$ cat config.mk
export PLATFORM = sky130hd
export DESIGN_NAME = jk_bank_arbiter
export DESIGN_NICKNAME = d
export VERILOG_FILES = /design/src/rtl/jk_bank_arbiter.sv
export SDC_FILE = /design/constraint.sdc
export NUM_CORES = 1
export LEC_CHECK = 0
export ABC_AREA = 1
export ABC_CLOCK_PERIOD_IN_PS = 3800
export CAP_MARGIN = 20
export CORE_ASPECT_RATIO = 0.6
export CORE_UTILIZATION = 50
export DETAILED_ROUTE_END_ITERATION = 8
export PLACE_DENSITY = 0.9
export SLEW_MARGIN = 20
export SYNTH_ARGS = -nofsm -noshare
export SYNTH_HDL_FRONTEND = slang
export SYNTH_SLANG_ARGS = --single-unit
export TNS_END_PERCENT = 5
$ cat constraint.sdc
create_clock -name clk -period 3.8 [get_ports clk]
set_input_delay 0.38 -clock clk [delete_from_list [all_inputs] [get_ports clk]]
set_output_delay 0.38 -clock clk [all_outputs]
set_load 0.005 [all_outputs]
$ cat src/rtl/jk_bank_arbiter.sv
// rtl/jk_bank_arbiter.sv - round-robin arbiter sharing one JK flip-flop bank between requesters
module jk_bank_arbiter #(
    parameter int WIDTH = 8,
    parameter int N_REQ = 4
) (
    input  logic                     clk,
    input  logic                     rst,
    input  logic [N_REQ-1:0]         req,
    input  logic [N_REQ-1:0]         lock,
    input  logic [N_REQ*WIDTH-1:0]   cmd_j,
    input  logic [N_REQ*WIDTH-1:0]   cmd_k,
    output logic [N_REQ-1:0]         gnt,
    output logic [N_REQ-1:0]         ack,
    output logic [WIDTH-1:0]         q,
    output logic                     busy
);

    localparam int PW = $clog2(N_REQ);
    localparam logic [N_REQ-1:0] ONE = N_REQ'(1);

    typedef enum logic [1:0] {IDLE, GRANT, APPLY} state_t;

    state_t            state, state_nxt;
    logic [PW-1:0]     rr_ptr, cur, win, nxt_ptr;
    logic              found;
    logic [WIDTH-1:0]  jl, kl;
    int                idx;

    // First pending requester at or after rr_ptr, wrapping modulo N_REQ.
    always_comb begin
        found = 1'b0;
        win   = '0;
        idx   = 0;
        for (int i = 0; i < N_REQ; i++) begin
            idx = int'(rr_ptr) + i;
            if (idx >= N_REQ)
                idx = idx - N_REQ;
            if (!found && req[PW'(idx)]) begin
                found = 1'b1;
                win   = PW'(idx);
            end
        end
    end

    assign nxt_ptr = (cur == PW'(N_REQ - 1)) ? '0 : cur + 1'b1;
    assign busy    = (state != IDLE);

    always_ff @(posedge clk) begin
        if (rst)
            state <= IDLE;
        else
            state <= state_nxt;
    end

    always_comb begin
        state_nxt = state;
        case (state)
            IDLE:    if (found) state_nxt = GRANT;
            GRANT:   state_nxt = APPLY;
            APPLY:   state_nxt = lock[cur] ? GRANT : IDLE;
            default: state_nxt = IDLE;
        endcase
    end

    // A locked owner keeps gnt and has its current command re-captured for the next apply.
    always_ff @(posedge clk) begin
        if (rst) begin
            q      <= '0;
            gnt    <= '0;
            ack    <= '0;
            rr_ptr <= '0;
            cur    <= '0;
            jl     <= '0;
            kl     <= '0;
        end else begin
            ack <= '0;
            case (state)
                IDLE: begin
                    if (found) begin
                        cur <= win;
                        gnt <= ONE << win;
                        jl  <= cmd_j[win*WIDTH +: WIDTH];
                        kl  <= cmd_k[win*WIDTH +: WIDTH];
                    end
                end
                APPLY: begin
                    q   <= (jl & ~q) | (~kl & q);
                    ack <= ONE << cur;
                    if (lock[cur]) begin
                        jl <= cmd_j[cur*WIDTH +: WIDTH];
                        kl <= cmd_k[cur*WIDTH +: WIDTH];
                    end else begin
                        gnt    <= '0;
                        rr_ptr <= nxt_ptr;
                    end
                end
                default: ;
            endcase
        end
    end

endmodule
==> results.py <==
metrics = {
    "outcome": {
        "run_status": "finished, violations left",
        "failing_checks": "DRC",
    },
    "global_routing": {
        "grt_max_degree": 34,
        "gr-usage-all-layers": 0.261,
        "grt_first_pass_wirelength_um": 12000,
        "global_route.overflow_total": 0,
        "antenna_found_initial": 0,
        "grt_pass1_vias": 2652,
    },
    "logic_synthesis": {
        "syn_nets": 517,
        "yosys.area.top_type": "dfxtp_1",
        "synth_seq_cells": 38,
        "synth_compound_gate_area_share": 0.0811,
        "synthesis.area_sq_mm": 0.00276,
        "synth_xor_area_frac": 0,
        "synth.yosys.warnings": 0,
        "muxShareOfSynthArea": 0,
        "main_combinational_cell_family_by_area_after_synthesis": "simple AND/OR/NAND/NOR gates",
        "synth_top_cell_area_share": 0.275,
        "synthCells": 442,
        "share_of_synthesized_cell_area_in_full_adder_half_adder_and_majority_cells": 0.00453,
        "post_synth_and_or_nand_nor_area_fraction": 0.436,
        "ys_types": 31,
        "post_synth_main_area_contributors": "dfxtp_1 28%, inv_1 14%, nand3_1 14%, nand2_1 11%, nand3_2 6.5%",
        "synth.avg_cell_area_sq_um": 6.25,
        "synth.yosys.seq_area_share": 0.275,
    },
    "layout": {
        "insertedDiodeCount": 0,
        "flow.area_growth_from_synthesis_pct": 36.3,
        "drive_gt1_frac": 0.109,
        "num-nets-final": 597,
        "finalNonFillerCells": 589,
        "final.fill_count": 376,
        "reg_area_sq_um": 761,
        "multi_input_combinational_cell_area_sq_mm": 0.00144,
    },
    "cts": {
        "postCtsHoldBufs": 0,
        "numClockSinks": 38,
        "cell_at_the_root_of_the_clock_tree": "clkbuf_8",
        "cts-resized-gates": 0,
        "tritoncts.num_buffers": 5,
        "cts_htree_levels": 2,
        "ctsLongestPathBuffers": 2,
        "cts_post_setup_buffers_inserted": 0,
        "clock_latency_ns": 0.29,
        "worst_setup_hold_path_clk_slew_ns": 0.08,
        "tritoncts_clock_tree": "done",
    },
    "route": {
        "antenna_violating_nets_post_route": 0,
        "drc_violation_total_after_the_first_tritonroute_iteration": 343,
        "sum_of_routed_wire_length_over_all_layers_um": 7700,
        "vias_per_cell": 5.26,
        "drt_pre_antenna_iters": 7,
        "route.detailed.wl_per_inst_um": 13.1,
        "vias": 3099,
        "drcViolationCount": 5,
    },
    "setup_path": {
        "timing.critical_path.from_type": "flip-flop",
        "cp_max_fo": 33,
        "critical_path_required_ns": 4.05,
        "critPathKind": "flip-flop to flip-flop",
        "worst_setup_end_kind": "flip-flop",
        "arrival_ns": 3.14,
        "number_of_cell_instances_on_the_worst_register_to_register_path": 14,
    },
    "pwr": {
        "power.density_cell_area_mw_per_mm2": 431,
        "ir_worst_vdd_mv": 0.261,
        "static-leakage-power_nw": 1.95,
        "post-layout-total-power_mw": 1.62,
    },
    "placed_design": {
        "gp_congestion": 0.895,
        "count_of_port_buffers_added_during_placement": 90,
        "dpl.hpwl_um": 5930,
        "placed_cells": 581,
        "pre_cts_slack_ns": 0.850,
    },
    "timing": {
        "top_achievable_clock_speed_ghz": 0.345,
        "timing.max_slew.rel_slack": 0.325,
        "worst_slew_pin_slew_ns": 1.01,
        "finalHoldViolations": 0,
        "timing_max_transition_violations_final": 0,
        "setup_ws_ns": 0.901,
        "finalHoldWorstSlack_ns": 0.434,
        "timing.final.setup_violations": 0,
        "fin_tns_setup_ns": 0,
        "period_minus_slack_ns": 2.90,
        "fin_worst_skew_ns": 0.0103,
        "grt_setup_unrepaired": "no",
        "final_min_period_over_clock_period": 0.763,
    },
    "die": {
        "die_outline_width_um": 97.9,
        "die_area_sq_mm": 0.00583,
        "dieHeight_um": 59.6,
        "initial_core_util": 0.533,
        "io-pin-count": 91,
        "placementRows": 20,
        "floorplan.core_area_sq_mm": 0.00518,
    },
    "min_path": {
        "min_path_cells": 1,
        "hold_path.class": "flip-flop to flip-flop",
    },
    "job": {
        "max-cap-violations": 0,
    },
}
[Yosys cell counts]
master           n
a21oi_1         13
a21oi_4          1
a31oi_1          8
a32o_1           1
buf_12           1
buf_2            6
buf_4            2
buf_6            3
buf_8            1
clkbuf_1         6
clkinv_1         1
dfxtp_1         38
dlygate4sd3_1    1
ha_1             1
inv_1          105
inv_2            4
nand2_1         80
nand2_2         13
nand2_4          7
nand3_1         77
nand3_2         18
nand4_1          2
nor2_1          33
nor2_2           1
nor2_8           1
nor3_1           2
nor4_1           1
o21ai_0         12
o21ai_2          1
o22ai_1          1
o31ai_1          1
[sequential cells by signal (all words and copies together), names as in the netlist]
signal,flops
state,2
ack,4
rr_ptr,2
kl,8
q,8
gnt,4
jl,8
cur,2
[per-layer routing]
metal,GRT usage,vias to the layer above,part of all wire
met2,0.396,159,0.44
met5,0,-,0
li1,-,1521,-
met1,0.368,1401,0.46
met3,0.0590,18,0.086
met4,0.0844,0,0.015
[cell usage in the layout, fill, tap and decap left out]
cell             Yosys  routed
a32o_1               1       1
clkdlybuf4s50_1      0      90
nor2_1              33      33
buf_4                2       3
o21ai_2              1       1
nand2_1             80      80
nand2_2             13      13
o22ai_1              1       1
nor4_1               1       1
nor2_8               1       1
dfxtp_1             38      38
a31oi_1              8       8
a21oi_4              1       1
nand3_2             18      18
o21ai_0             12      12
nand3_1             77      77
inv_1              105     105
ha_1                 1       1
nor2_2               1       1
nand4_1              2       2
nand2_4              7       7
a21oi_1             13      13
bufinv_16            0       2
clkinv_1             1       1
nor3_1               2       2
o31ai_1              1       1
clkbuf_8             0       6
inv_2                4       4
[per-stage QoR]
stage          cell area (sq um)   util
6_report                    3760  0.727
3_5_place_dp                3620  0.699
2_1_floorplan               2760      -
4_1_cts                     3760  0.727
5_1_grt                     3760  0.727
3_3_place_gp                3620  0.699
[final timing paths]
kind / start / end / slack (ns)
setup / recovery: rr_ptr[0] / kl[4] / 0.90
setup reg to reg: rr_ptr[0] / kl[4] / 0.90
hold reg to reg: state[1] / state[1] / 0.43
hold / removal: state[1] / state[1] / 0.43
[power by group]
group	switching (mW)	internal, mW
Sequential	0.0379	0.466
Combinational	0.424	0.267
Clock	0.146	0.280
[area by class of cell]
type | count | area share
inverters | 110 | 0.110
multi-input cells | 274 | 0.383
flip-flops and latches | 38 | 0.202
repair buffers | 93 | 0.245
clock buffers | 6 | 0.0219
well taps | 66 | 0.0219
clock inverters | 2 | 0.0160
[worst max-delay path, cell delays in order (launching register included)]
cell and delay [ns]:
dfxtp_1 0.60, inv_2 0.17, nand2_1 0.14, nand3_2 0.11
nand2_4 0.12, clkinv_1 0.08, nand3_1 0.13, nand3_2 0.14
nand2_2 0.47, nand2_4 0.37, nand2_1 0.16, nand3_1 0.11
nand3_1 0.13, nand2_1 0.07, inv_1 0.06
[logic make-up after synthesis]
kind of cell,Yosys count
buffers and inverters,130
adder cells (fa/ha/maj),1
AO/OA/AOI/OAI,38
AND/OR/NAND/NOR,235
flip-flops,38
No activity file was read; power rests on OpenSTA's default activity.
==> RTL edit 1 (same flow settings) <==
The parameter `N_REQ` goes from 4 to 2.
--- a/src/rtl/jk_bank_arbiter.sv
+++ b/src/rtl/jk_bank_arbiter.sv
@@ -1,7 +1,7 @@
 // rtl/jk_bank_arbiter.sv - round-robin arbiter sharing one JK flip-flop bank between requesters
 module jk_bank_arbiter #(
     parameter int WIDTH = 8,
-    parameter int N_REQ = 4
+    parameter int N_REQ = 2
 ) (
     input  logic                     clk,
     input  logic                     rst,
Interface: changed (6 resized); port bits go from 91 to 51. No check against the original RTL was run, so the function may have changed too.
==> RTL edit 1 against the unedited design <==
- cell area shrank 44%
- largest power group is now registers
- via count fell by 49%
- largest cell class unchanged
- routed wire length shrank 49%
- setup slack improved by 0.84 ns
- power decreased by 52%
- register-to-register slack better by 1.2 ns
- utilization is 0.36 points lower
- non-clock buffer count decreased by 44
- area after synthesis fell by 44%
- sequential cell count down 6
==> RTL edit 1: results (changes against the unedited design) <==
Slew @ Worst Pin 0.696 ns (was 1.01 ns); Worst Reg-to-Reg Cells 6 (was 14); synth top area cells dfxtp_1 41%, nand2_1 17%, nand3_1 6.4%, nor2_1 5.6%, inv_1 4.6% (was dfxtp_1 28%, inv_1 14%, nand3_1 14%, nand2_1 11%, nand3_2 6.5%); Commonest cells post-synth 71 x nand2_1, 32 x dfxtp_1, 23 x nor2_1, 20 x nand3_1, 19 x inv_1 (was 105 x inv_1, 80 x nand2_1, 77 x nand3_1, 38 x dfxtp_1, 33 x nor2_1); post-synthesis adder-cell area fraction 0% (was 0.453%); Lkg Pwr 0.964 nW (was 1.95 nW); mux contribution to synthesized area 0% (unchanged); TritonCTS Buffers 5 (unchanged); final std cells w/o fill 308 (was 589); worst r2r dst jl[1] (was kl[4]); setup slack, reg-to-reg 2.12 ns (was 0.90 ns); first-pass GRT wire length 6.35 mm (was 12.0 mm); Root Buffer clkbuf_8 (unchanged); Post-Synthesis Cells 219 (was 442); Compound-Gate Fraction of Synth Area 8.93% (was 8.11%); gr usage total 26.1% (about the same); Sw Share 26.1% (was 37.5%); share of layout cells above drive strength 1 6.39% (was 10.9%); Pre-antenna DRT Iters 4 (was 7); hold_sp kl[5] (was state[1]); Mapped Nets 257 (was 517); DPL Wire Length 2.70 mm (was 5.93 mm); FF-to-FF Start state[1] (was rr_ptr[0]); share of async-settable or async-resettable flops after synthesis 0% (unchanged); GPL Wtd Cong 0.851 (was 0.895); dpl cell area 2010 um2 (was 3620 um2); Fin Hold WS 0.449 ns (was 0.434 ns); PortBufs 49 (was 90); maximum number of pins on one net before global-route repair 27 (was 34); DRT iter0 DRCs 117 (was 343); Reg clk slew, reported paths 0.06 ns (was 0.08 ns); hold path endpoint q[5] (was state[1]); initial antenna violation count 0 (unchanged); placed insts 300 (was 581); via count 1576 (was 3099); Post-Route Skew 0.00341 ns (was 0.0103 ns); CTS H-tree lvls 2 (unchanged); WL final 3.93 mm (was 7.70 mm); status completed (was finished with violations); Seq/Total Area, Yosys 41.2% (was 27.5%); Worst VDD drop 0.000266 V (was 0.000261 V); crit path DAT 2.22 ns (was 3.14 ns); CP max FO 26 (was 33); synth unique cells 24 (was 31); number of global-route vias before repair 1512 (was 2652)
## RTL edit 1: worst max-delay path by stage
stage / startpoint / endpoint / slack (ns)
6_report: rst / cur / 1.74
3_3_place_gp: rst / cur / 1.49
4_1_cts: rst / cur / 1.77
3_5_place_dp: rst / cur / 1.50
2_1_floorplan: rst / rr_ptr / 2.64
5_1_grt: rst / cur / 1.67
## RTL edit 1: power by group through the flow
stage                     combinational [mW]  clock, mW  sequential, mW
after floorplan                       0.0822          0           0.371
after global placement                 0.131          0           0.372
after detailed placement               0.135          0           0.373
after CTS                              0.137      0.272           0.365
after global routing                   0.152      0.292           0.368
final                                  0.137      0.268           0.366
## RTL edit 1: per-layer routing
layer / vias up / track usage, % / wire [um]
li1: 793 / - / -
met1: 716 / 31.8 / 1810
met2: 63 / 44.0 / 1830
met3: 4 / 9.38 / 268
met4: 0 / 7.31 / 21
met5: - / 0 / 0
## RTL edit 1: worst max-delay path, cell delays in order
cell and delay (ns):
clkdlybuf4s50_1 0.72, clkinv_1 0.68, nand3_1 0.34, o31ai_1 0.10
## RTL edit 1: cell type report
cell class                      count  area (um2)
Multi-Input combinational cell    155         747
Clock buffer                        8        90.1
Sequential cell                    32         641
Timing Repair Buffer               49         490
Fill cell                         229         806
Inverter                           22        82.6
Tap cell                           42        52.6
## RTL edit 1: metrics by stage
| stage | worst slack (ns) | util (%) |
|---|---|---|
| global route | 1.67 | 72.3 |
| floorplan | 2.64 | - |
| detailed placement | 1.50 | 69.2 |
| finish | 1.74 | 72.3 |
| global placement | 1.49 | 69.2 |
| CTS | 1.77 | 72.3 |
## RTL edit 1: cells by family (layout without fill, tap and decap cells)
logic type	Yosys count	in the layout
AND/OR/NAND/NOR	135	135
flip-flops	32	32
buffers and inverters	32	79
AO/OA/AOI/OAI	20	20
==> RTL edit 2 (config.mk and constraints unchanged) <==
Made on the original files. The 3 states of `state_t` get a one-hot encoding in 3 bits.
--- a/src/rtl/jk_bank_arbiter.sv
+++ b/src/rtl/jk_bank_arbiter.sv
@@ -18,7 +18,7 @@
     localparam int PW = $clog2(N_REQ);
     localparam logic [N_REQ-1:0] ONE = N_REQ'(1);
 
-    typedef enum logic [1:0] {IDLE, GRANT, APPLY} state_t;
+    typedef enum logic [2:0] {IDLE = 3'b001, GRANT = 3'b010, APPLY = 3'b100} state_t;
 
     state_t            state, state_nxt;
     logic [PW-1:0]     rr_ptr, cur, win, nxt_ptr;
Function: same outputs for any inputs over 10 cycles, from zero or initial values and one cycle with rst high; not proved beyond that.
==> RTL edit 2 against the unedited design <==
- area after synthesis is 3.1% lower
- routed wire length is 5.8% lower
- highest routed layer unchanged
- critical endpoint is now jl[2]
- clock power is 28% lower
- sequential power is 2% higher
- cell area is 2.8% lower
- sequential cell count is 1 higher
- setup slack better by 0.036 ns
- power is 20% lower
==> RTL edit 2: results (changes against the unedited design) <==
status completed (was finished with violations); xor and xnor area share after synthesis 0% (unchanged); post-synthesis adder-cell area fraction 0.468% (was 0.453%); Layout Nets 606 (was 597); Post-Route Skew 0.00694 ns (was 0.0103 ns); Synth Warn # 0 (unchanged); CTS resizes 0 (unchanged); mux contribution to synthesized area 0% (unchanged); synth top area cells dfxtp_1 29%, nand3_1 16%, inv_1 15%, nand2_1 14%, nor2_1 3.9% (was dfxtp_1 28%, inv_1 14%, nand3_1 14%, nand2_1 11%, nand3_2 6.5%); CTS H-tree lvls 2 (unchanged); gr usage total 26.2% (was 26.1%); ANT cells 0 (unchanged); Regs by FF count jl: 8 flops, kl: 8 flops, q: 8 flops (unchanged); Reg clk slew, reported paths 0.07 ns; CP max-delay cell dfxtp_1 (unchanged); TritonCTS Buffers 5 (unchanged); Commonest cells post-synth 104 x inv_1, 99 x nand2_1, 86 x nand3_1, 39 x dfxtp_1, 28 x nor2_1 (was 105 x inv_1, 80 x nand2_1, 77 x nand3_1, 38 x dfxtp_1, 33 x nor2_1); PortBufs 90 (unchanged); GPL Wtd Cong 0.964 (was 0.895); Pre-antenna DRT Iters 6 (was 7); dpl ws 0.931 ns (was 0.850 ns); DRT iter0 DRCs 388 (was 343); crit path DAT 3.06 ns (was 3.14 ns); initial antenna violation count 0 (unchanged); Slew @ Worst Pin 0.567 ns (was 1.01 ns); dpl cell area 3560 um2 (was 3620 um2); share of async-settable or async-resettable flops after synthesis 0% (unchanged); Hold Crit Class register to register (unchanged); Seq/Total Area, Yosys 29.2% (was 27.5%); maximum number of pins on one net before global-route repair 35 (was 34); CP max FO 33 (unchanged); Lkg Pwr 1.90 nW (was 1.95 nW); clock latency at the later pin of the worst-skew pair 0.29 ns (about the same); synth unique cells 29 (was 31); Max stage delay on crit path 0.62 ns (was 0.60 ns); number of global-route vias before repair 2581 (was 2652); first-pass GRT wire length 11.4 mm (was 12.0 mm); Worst VDD drop 0.000221 V (was 0.000261 V); Mapped Nets 526 (was 517); vias per inst 5.18 (was 5.26); share of layout cells above drive strength 1 6.77% (was 10.9%); postcts setup bufs 0 (unchanged); WL final 7.25 mm (was 7.70 mm); DPL Wire Length 5.56 mm (was 5.93 mm); CP top delay family simple AND/OR/NAND/NOR gates (unchanged); Compound-Gate Fraction of Synth Area 8.56% (was 8.11%); ys flop type dfxtp_1 (unchanged)
RTL edit 2: changes by cell type after synthesis, moves of 5 or more:
cell / delta
nand2_2: -5
nand3_2: -14
nor2_1: -5
nand2_4: -6
nand3_1: +9
buf_4: +5
nand2_1: +19
RTL edit 2: logic make-up (layout without fill, tap and decap cells):
kind of cell	count (synthesis)	in the layout
flip-flops	39	39
AND/OR/NAND/NOR	240	240
adder cells (fa/ha/maj)	1	1
buffers and inverters	130	211
AO/OA/AOI/OAI	41	41
RTL edit 2: final cells by class:
| type | instances | area, um2 |
|---|---|---|
| Clock buffer | 8 | 100 |
| Fill cell | 416 | 1450 |
| Inverter | 109 | 414 |
| Multi-Input combinational cell | 282 | 1350 |
| Sequential cell | 39 | 781 |
| Tap cell | 66 | 82.6 |
| Timing Repair Buffer | 94 | 931 |
RTL edit 2: report_power, final:
group          switching [mW]  internal [mW]
combinational           0.275          0.205
clock                   0.141          0.166
sequential             0.0405          0.472
total                   0.456          0.842
RTL edit 2: stage by stage:
stage,power [mW],std cells
after global routing,1.38,598
final,1.30,598
after global placement,0.972,590
after detailed placement,0.991,590
after CTS,1.29,598
after floorplan,0.842,451
RTL edit 2: path summary, 6_finish.rpt:
check / start / cells after the start / end / slack, ns
min reg2reg: kl[1] / 1 / q[1] / 0.45
max: rr_ptr[0] / 14 / jl[2] / 0.94
min: kl[1] / 1 / q[1] / 0.45
max reg2reg: rr_ptr[0] / 14 / jl[2] / 0.94
RTL edit 2: routing by layer:
metal  wire, um  GRT usage, %
met2       3140          38.6
met3        765          5.68
met1       3210          38.1
met5          0             0
met4        140          8.19
RTL edit 2: worst reg2reg max path: cells and delay by family, from the launching register on:
family / cells / cell delay (ns)
AOI/OAI and AO/OA: 1 / 0.27
and+or+nand+nor: 10 / 1.41
buffers and inverters: 3 / 0.46
DFF: 1 / 0.62
